**config.mk**
```make
export PLATFORM = sky130hd
export DESIGN_NAME = arb_mux_flat
export DESIGN_NICKNAME = d
export VERILOG_FILES = /design/src/rtl/arb_mux_pkg.sv /design/src/rtl/arb_mux_if.sv /design/src/rtl/arb_mux_rr_pick.sv /design/src/rtl/arb_mux.sv /design/src/flat_wrapper.sv
export SDC_FILE = /design/constraint.sdc
export NUM_CORES = 1
export LEC_CHECK = 0
export CORE_MARGIN = 10
export CORE_UTILIZATION = 30
export DETAILED_ROUTE_END_ITERATION = 12
export PLACE_DENSITY = 0.66
export SLEW_MARGIN = 20
export SYNTH_ARGS = -nofsm -noshare
export SYNTH_HDL_FRONTEND = slang
export SYNTH_SLANG_ARGS = --single-unit
```
**constraint.sdc**
```tcl
create_clock -name clk -period 2 [get_ports clk]
set_clock_uncertainty 0.15 [all_clocks]
set_input_delay 0.2 -clock clk [delete_from_list [all_inputs] [get_ports clk]]
set_output_delay 0.2 -clock clk [all_outputs]
set_load 0.01 [all_outputs]
```
**src/rtl/arb_mux_pkg.sv**
```systemverilog
// Shared constants and types for the arb_mux channel arbiter.
// Mode encodings are used by both the top and the bench.
package arb_mux_pkg;

    localparam logic MODE_FIXED = 1'b0;
    localparam logic MODE_RR    = 1'b1;

    typedef enum logic {
        ARB_FIXED = MODE_FIXED,
        ARB_RR    = MODE_RR
    } arb_mode_e;

endpackage : arb_mux_pkg

```
**src/rtl/arb_mux_if.sv**
```systemverilog
// Handshake bundle between N producer channels, the arbiter and one consumer.
// The slave modport is the arbiter's view; master is the surrounding system's view.
interface arb_mux_if #(
    parameter int W    = 4,
    parameter int N    = 2,
    parameter int SELW = $clog2(N)
);
    logic [N*W-1:0]  in_data;
    logic [N-1:0]    in_valid;
    logic [N-1:0]    in_ready;
    logic            mode;
    logic [SELW-1:0] sel;
    logic [W-1:0]    out_data;
    logic [SELW-1:0] out_chan;
    logic            out_valid;
    logic            out_ready;

    modport slave (
        input  in_data, in_valid, mode, sel, out_ready,
        output in_ready, out_data, out_chan, out_valid
    );

    modport master (
        output in_data, in_valid, mode, sel, out_ready,
        input  in_ready, out_data, out_chan, out_valid
    );
endinterface : arb_mux_if

```
**src/rtl/arb_mux_rr_pick.sv**
```systemverilog
// Combinational round-robin picker: first requester after i_ptr, wrapping
// from N-1 back to 0 and ending at i_ptr itself.
module rr_pick #(
    parameter int N    = 2,
    parameter int SELW = $clog2(N)
) (
    input  logic [N-1:0]    i_req,
    input  logic [SELW-1:0] i_ptr,
    output logic [SELW-1:0] o_grant,
    output logic            o_any
);

    logic [SELW-1:0] w_idx;

    always_comb begin
        o_grant = '0;
        o_any   = 1'b0;
        w_idx   = '0;
        for (int i = 1; i <= N; i++) begin
            w_idx = SELW'((int'(i_ptr) + i) % N);
            if (!o_any && i_req[w_idx]) begin
                o_grant = w_idx;
                o_any   = 1'b1;
            end
        end
    end

endmodule : rr_pick

```
**src/rtl/arb_mux.sv**
```systemverilog
// N-channel to one registered output multiplexer with fixed-select or
// round-robin arbitration and a ready/valid output stage.
module arb_mux
    import arb_mux_pkg::*;
#(
    parameter int W    = 4,
    parameter int N    = 2,
    parameter int SELW = $clog2(N)
) (
    input  logic      clk,
    input  logic      rst_n,
    arb_mux_if.slave  bus
);

    logic [W-1:0]    r_outData;
    logic [SELW-1:0] r_outChan;
    logic            r_outValid;
    logic [SELW-1:0] r_ptr;

    logic            w_load;
    logic [SELW-1:0] w_rrGrant;
    logic            w_rrAny;
    logic            w_fixAny;
    logic [SELW-1:0] w_grant;
    logic            w_grantValid;
    logic [W-1:0]    w_grantData;

    rr_pick #(.N(N), .SELW(SELW)) u_rrPick (
        .i_req   (bus.in_valid),
        .i_ptr   (r_ptr),
        .o_grant (w_rrGrant),
        .o_any   (w_rrAny)
    );

    // Gating with rst_n keeps in_ready low while reset is held, even though
    // the empty output stage would otherwise be ready to load.
    assign w_load       = rst_n && (!r_outValid || bus.out_ready);
    assign w_fixAny     = (int'(bus.sel) < N) && bus.in_valid[bus.sel];
    assign w_grant      = (bus.mode == MODE_RR) ? w_rrGrant : bus.sel;
    assign w_grantValid = (bus.mode == MODE_RR) ? w_rrAny : w_fixAny;

    always_comb begin
        w_grantData = '0;
        for (int i = 0; i < N; i++) begin
            if (w_grant == SELW'(i)) begin
                w_grantData = bus.in_data[i*W +: W];
            end
        end
    end

    assign bus.in_ready = (w_load && w_grantValid)
                        ? ({{(N-1){1'b0}}, 1'b1} << w_grant) : '0;

    always_ff @(posedge clk or negedge rst_n) begin
        if (!rst_n) begin
            r_outValid <= 1'b0;
            r_outData  <= '0;
            r_outChan  <= '0;
            r_ptr      <= SELW'(N - 1);
        end else if (w_load) begin
            r_outValid <= w_grantValid;
            if (w_grantValid) begin
                r_outData <= w_grantData;
                r_outChan <= w_grant;
                if (bus.mode == MODE_RR) begin
                    r_ptr <= w_grant;
                end
            end
        end
    end

    assign bus.out_data  = r_outData;
    assign bus.out_chan  = r_outChan;
    assign bus.out_valid = r_outValid;

endmodule : arb_mux

```
**src/flat_wrapper.sv**
```systemverilog
// flat-port wrapper written by rule: the top's interface ports become plain ports
module arb_mux_flat import arb_mux_pkg::*;
#(
    parameter int W    = 4,
    parameter int N    = 2,
    parameter int SELW = $clog2(N)
)
  (clk, rst_n, bus_in_data, bus_in_valid, bus_mode, bus_sel, bus_out_ready, bus_in_ready, bus_out_data, bus_out_chan, bus_out_valid);
  arb_mux_if #(.W(W), .N(N), .SELW(SELW)) bus_i ();
  input  logic clk;
  input  logic rst_n;
  input wire logic [$bits(bus_i.in_data)-1:0] bus_in_data;
  input wire logic [$bits(bus_i.in_valid)-1:0] bus_in_valid;
  input wire logic [$bits(bus_i.mode)-1:0] bus_mode;
  input wire logic [$bits(bus_i.sel)-1:0] bus_sel;
  input wire logic [$bits(bus_i.out_ready)-1:0] bus_out_ready;
  output wire logic [$bits(bus_i.in_ready)-1:0] bus_in_ready;
  output wire logic [$bits(bus_i.out_data)-1:0] bus_out_data;
  output wire logic [$bits(bus_i.out_chan)-1:0] bus_out_chan;
  output wire logic [$bits(bus_i.out_valid)-1:0] bus_out_valid;
  assign bus_i.in_data = bus_in_data;
  assign bus_i.in_valid = bus_in_valid;
  assign bus_i.mode = bus_mode;
  assign bus_i.sel = bus_sel;
  assign bus_i.out_ready = bus_out_ready;
  assign bus_in_ready = bus_i.in_ready;
  assign bus_out_data = bus_i.out_data;
  assign bus_out_chan = bus_i.out_chan;
  assign bus_out_valid = bus_i.out_valid;
  arb_mux #(.W(W), .N(N), .SELW(SELW)) u_core (.clk(clk), .rst_n(rst_n), .bus(bus_i));
endmodule
```
# Word-level counts from Yosys, hierarchy flattened
# Index checks and enable logic that the tools add are counted.
# classes
n_addsub,2
n_lt_le_gt_ge,3
shifts,1
n_mux,14
n_reduce_logical,8
# ops
operator,n
2-to-1 mux 1 bit,12
"< comparator 1 x 2 -> 1 bit, second input constant",3
2-to-1 mux 4 bit,1
logical AND 1 bit,3
AND reduction 3 bit,1
"adder 1 bit, second input constant",2
zero test 1 bit,2
2-to-1 mux 2 bit,1
AND reduction 2 bit,1
"left shift 1 x 1 -> 2 bit, first input constant",1
logical OR 1 bit,1
# totals
register_bits,7
in_bits,15
out_inout_bits,8
word_cells,32

# Longest topological paths before layout
# depth
ltp_word,10
depth_mapped,5
ltp_nobuf,4

# Cells and area by module
# From an unflattened synthesis, not the netlist that was laid out.
# unflattened
cells_unflattened,32
area_unflattened_um2,409.1
# modules_own_cells
mod,n_inst,cells_per_inst,area_per_inst_um2,seq_area_each_um2
arb_mux,1,30,395.4,176.4
rr_pick,1,2,13.8,0.0

# Least setup slack after synthesis
# Ideal clock, no wire load.
# synth_path
path_type,reg2out
from,register u_core.r_ptr
to,output bus_in_ready[0]
arrival_ns,1.205
required_time_ns,1.650
setup_slack_ns,0.445
stages_incl_launch_ff,5
path_buffers,0
cell_sequence,dfstp_2 > nand2_1 > a31oi_2 > inv_1 > nor2_1
# synth_between
elab_chain_len,10
elab_cells_between_ends,17
cone_classes,2 x add/sub; 1 x shift; 11 x mux; 3 x reduce/logical
# synth_rtl
item,line,text
from (decl),arb_mux.sv:18,logic [SELW-1:0] r_ptr;
from (signal assigned),arb_mux.sv:59,r_ptr <= SELW'(N - 1);
from (signal assigned),arb_mux.sv:66,r_ptr <= w_grant;
adder 1 bit,arb_mux_rr_pick.sv:20,w_idx = SELW'((int'(i_ptr) + i) % N);
2-to-1 mux 1 bit (not written as such) (2 in a row),arb_mux_rr_pick.sv:21,if (!o_any && i_req[w_idx]) begin
2-to-1 mux 1 bit,arb_mux_rr_pick.sv:21,
zero test 1 bit,arb_mux_rr_pick.sv:21,
logical AND 1 bit,arb_mux_rr_pick.sv:21,
2-to-1 mux 1 bit,arb_mux_rr_pick.sv:21,
"2-to-1 mux 1 bit, on equally long branches","arb_mux.sv:39, arb_mux.sv:40",
left shift 1 x 1 -> 2 bit or logical AND 1 bit (tied branches),"arb_mux.sv:52, arb_mux.sv:51",
2-to-1 mux 2 bit (*),arb_mux.sv:52,"? ({{(N-1){1'b0}}, 1'b1} << w_grant) : '0;"
to (decl),flat_wrapper.sv:17,output wire logic [$bits(bus_i.in_ready)-1:0] bus_in_ready;
# Every way passes the cells marked *; elsewhere a longest branch is shown, timed or not. The select of a mux whose other input is x is not followed.

# Worst setup path after layout
# layout_path
from,input bus_in_valid[1]
to,output bus_in_ready[1]
# layout_between
elab_chain_len,9
elab_cells_between_ends,17
cone_classes,1 x shift; 13 x mux; 3 x reduce/logical
# layout_rtl
item,line,text
from (decl),flat_wrapper.sv:13,input wire logic [$bits(bus_i.in_valid)-1:0] bus_in_valid;
2-to-1 mux 1 bit (not written as such) (2 in a row),arb_mux_rr_pick.sv:21,
2-to-1 mux 1 bit,arb_mux_rr_pick.sv:21,
zero test 1 bit,arb_mux_rr_pick.sv:21,
logical AND 1 bit,arb_mux_rr_pick.sv:21,
2-to-1 mux 1 bit,arb_mux_rr_pick.sv:21,
"2-to-1 mux 1 bit, on equally long branches","arb_mux.sv:39, arb_mux.sv:40",
left shift 1 x 1 -> 2 bit or logical AND 1 bit (tied branches),"arb_mux.sv:52, arb_mux.sv:51",
2-to-1 mux 2 bit (*),arb_mux.sv:52,
# Marks and branches as above.

==> results.sh <==
export IMPL_ys_seq_area_share_pct=45.3
export IMPL_drv_cap=0
export IMPL_wirelength_um=1140
export IMPL_synth_distinct_cells=18
export IMPL_first_global_vias=366
export IMPL_path_clk_slew_ns=0.06
export IMPL_finalMaxSlewViolations=0
export IMPL_relSlewSlack_pct=83.4
export IMPL_synth_area_um2=389
export IMPL_dp_hpwl_um=942
export IMPL_htree_levels=1
export IMPL_place_gp_congestion=0.713
export IMPL_grt_max_degree=10
export IMPL_clock_sinks=7
export IMPL_path_cells="clkdlybuf4s50_1 -> or3b_1 -> o2111ai_2 -> nor2_1 -> dlygate4sd2_1"
export IMPL_p_leak_nw=0.316
export IMPL_fin_crit_sh_pct=95.6
export IMPL_grt_first_pass_wirelength_um=1790
export IMPL_crit_fanout=4
export IMPL_rsz0062_at_grt="no"
export IMPL_die_w_um=56.0
export IMPL_crit_type="input port to output pin"
export IMPL_syn_num_nets=52
export IMPL_initial_core_util_pct=33.2
export IMPL_crit_path_start_kind="input port"
export IMPL_status="complete, no violations"
export IMPL_post_drt_wl_per_cell_um=13.8
export IMPL_crit_start="bus_in_valid[1]"
export IMPL_synthToLayoutAreaGrowth_pct=75.9
export IMPL_numCtsBuffers=3
export IMPL_cpPeakStageDelay_ns=0.47
export IMPL_yosys_warnings=0
export IMPL_clockBufferDepth=2
export IMPL_end_kind="output pin"
export IMPL_ir_drop_mv=0.464
export IMPL_cts_hold_buf=0
export IMPL_crit_slowest_cell="clkdlybuf4s50_1"
export IMPL_cp_buffers_inverters=2
export IMPL_powerDensity_mw_per_mm2=786
export IMPL_final_nets=84
export IMPL_syn_inst=37
export IMPL_rrSetupSlack_ns=0.52
export IMPL_setup_tns_ns=0
export IMPL_drtPass1Iterations=2
export IMPL_rows=12
export IMPL_min_period_ns=1.91
export IMPL_place_inst=78
export IMPL_antenna_cells=0
export IMPL_track_usage_pct=7.20
export IMPL_worst_ep_required_time_ns=1.65
export IMPL_clk_latency_ns=0.25
export IMPL_finalNonFillerCells=82
export IMPL_vias=384
export IMPL_routed_via_density=4.68
export IMPL_core_area_mm2=0.00117
export IMPL_numPortBuffers=22
export IMPL_die_area_mm2=0.00314
export IMPL_cpLargestDelayFamily="buffers and inverters"
export IMPL_post_cts_buffers=0
export IMPL_setup_violations=0
export IMPL_arrival_ns=1.56
export IMPL_cts_tree="done"
export IMPL_hold_viol_final=0
export IMPL_fmax_mhz=523
export IMPL_antenna_found_initial=0
export IMPL_gr_total_overflow=0
export IMPL_num_io_pins=23
export IMPL_drt_iter0_markers=1
export IMPL_tightest_slew_ns=0.248
export IMPL_r2r_start="u_core.r_ptr$_DFFE_PN1P_"
export IMPL_die_h_um=56.0
export IMPL_ys_ff_latch=7
export IMPL_drc=0
export IMPL_hold_path_class="input port to asynchronous set/reset pin"
export IMPL_clock_root_buffer="clkbuf_4"
export IMPL_synth_avg_cell_area_um2=10.5
export IMPL_final_util_pct=58.4
export IMPL_power_mw=0.538
export IMPL_antenna_left=0
export IMPL_drive_above_1_share_pct=26.5
[synth_stat cells]
cell type  count  area (um^2)
mux2_2         1         11.3
o2111ai_2      1         15.0
and3_1         1         6.26
buf_6          1         11.3
nor2_1         2         7.51
dfstp_2        1         26.3
inv_1          1         3.75
o21a_1         1         7.51
a31oi_1        1         6.26
nor2b_1        1         6.26
nand2_1        8         30.0
a31oi_2        1         12.5
dfrtp_1        6          150
a21oi_1        1         5.00
o21ai_2        4         35.0
mux2i_1        4         40.0
nand2b_1       1         6.26
or3b_1         1         8.76
[power breakdown]
| group | leakage [nW] | switching, mW | internal [mW] |
|---|---|---|---|
| clock network | 0.0150 | 0.0603 | 0.0767 |
| registers | 0.0838 | 0.0201 | 0.181 |
| logic | 0.217 | 0.0804 | 0.119 |
[cells in the final DEF (no fill, tap or decap)]
| master | synthesis | routed |
|---|---|---|
| a21oi_1 | 1 | 1 |
| dlygate4sd2_1 | 0 | 1 |
| buf_4 | 0 | 5 |
| clkbuf_4 | 0 | 3 |
| mux2_2 | 1 | 1 |
| dfstp_2 | 1 | 1 |
| clkbuf_1 | 0 | 1 |
| mux2i_1 | 4 | 4 |
| buf_6 | 1 | 1 |
| nor2b_1 | 1 | 1 |
| dfrtp_1 | 6 | 6 |
| o21ai_2 | 4 | 4 |
| nand2_1 | 8 | 8 |
| clkbuf_2 | 0 | 1 |
| o2111ai_2 | 1 | 1 |
| clkdlybuf4s50_1 | 0 | 20 |
| inv_1 | 1 | 1 |
| o21a_1 | 1 | 1 |
| and3_1 | 1 | 1 |
| or3b_1 | 1 | 1 |
| a31oi_2 | 1 | 1 |
| nand2b_1 | 1 | 1 |
| a31oi_1 | 1 | 1 |
| nor2_1 | 2 | 2 |
[logic make-up (layout without fill, tap and decap cells)]
logic type	count (synthesis)	after routing	share of synthesized area, %
AND/OR/NAND/NOR	14	14	16.7
AO/OA/AOI/OAI	9	9	20.9
flip-flops	7	7	45.3
multiplexers	5	5	13.2
buffers and inverters	2	33	3.86
[path summary, 6_finish.rpt]
path | to | cells after the start
max in group asynchronous | u_core.r_ptr$_DFFE_PN1P_ | 2
max reg2reg | u_core.bus.out_chan$_DFFE_PN0P_ | 5
min reg2reg | u_core.bus.out_data[0]$_DFFE_PN0P_ | 2
max | bus_in_ready[1] | 5
min | u_core.bus.out_data[3]$_DFFE_PN0P_ | 2
min in group clk | u_core.bus.out_data[0]$_DFFE_PN0P_ | 2
[flip-flops by register name, indices dropped and copies added (netlist names)]
signal	flops
u_core.bus.out_valid	1
u_core.r_ptr	1
u_core.bus.out_chan	1
u_core.bus.out_data	4
[through the flow]
step           worst slack [ns]  hold slack, ns  area [um^2]
2_1_floorplan             0.445          -0.246          389
3_3_place_gp             -0.122           0.313          661
3_5_place_dp             -0.125           0.322          661
4_1_cts                  0.0498           0.135          684
5_1_grt                  0.0228           0.135          684
6_report                 0.0888           0.128          684
[timing repair]
item,in CTS,in global routing
hold endpoints to repair,0,0
pin swaps,0,1
endpoints found under the setup margin,2,1
resized for setup,2,3
[final cells by class]
class,instances,area (um^2)
timing repair buffer,28,263
sequential,7,176
clock buffer,4,26.3
inverter,1,3.75
multi-input combinational,28,198
fill,107,487
tap,14,17.5
[worst reg2reg max path, cell delays in order, from the launching register on]
cell and delay, ns:
dfstp_2 0.54, nand2_1 0.06, a31oi_2 0.16, inv_1 0.08
buf_4 0.13, mux2_2 0.25
[metal layers]
metal / up-vias / track usage (%) / routed length, um
li1: 197 / - / -
met1: 173 / 6.64 / 428
met2: 12 / 11.8 / 584
met3: 2 / 5.24 / 105
met4: 0 / 3.07 / 17
met5: - / 0 / 0
Note: power is estimated with default switching activity, not from simulation.
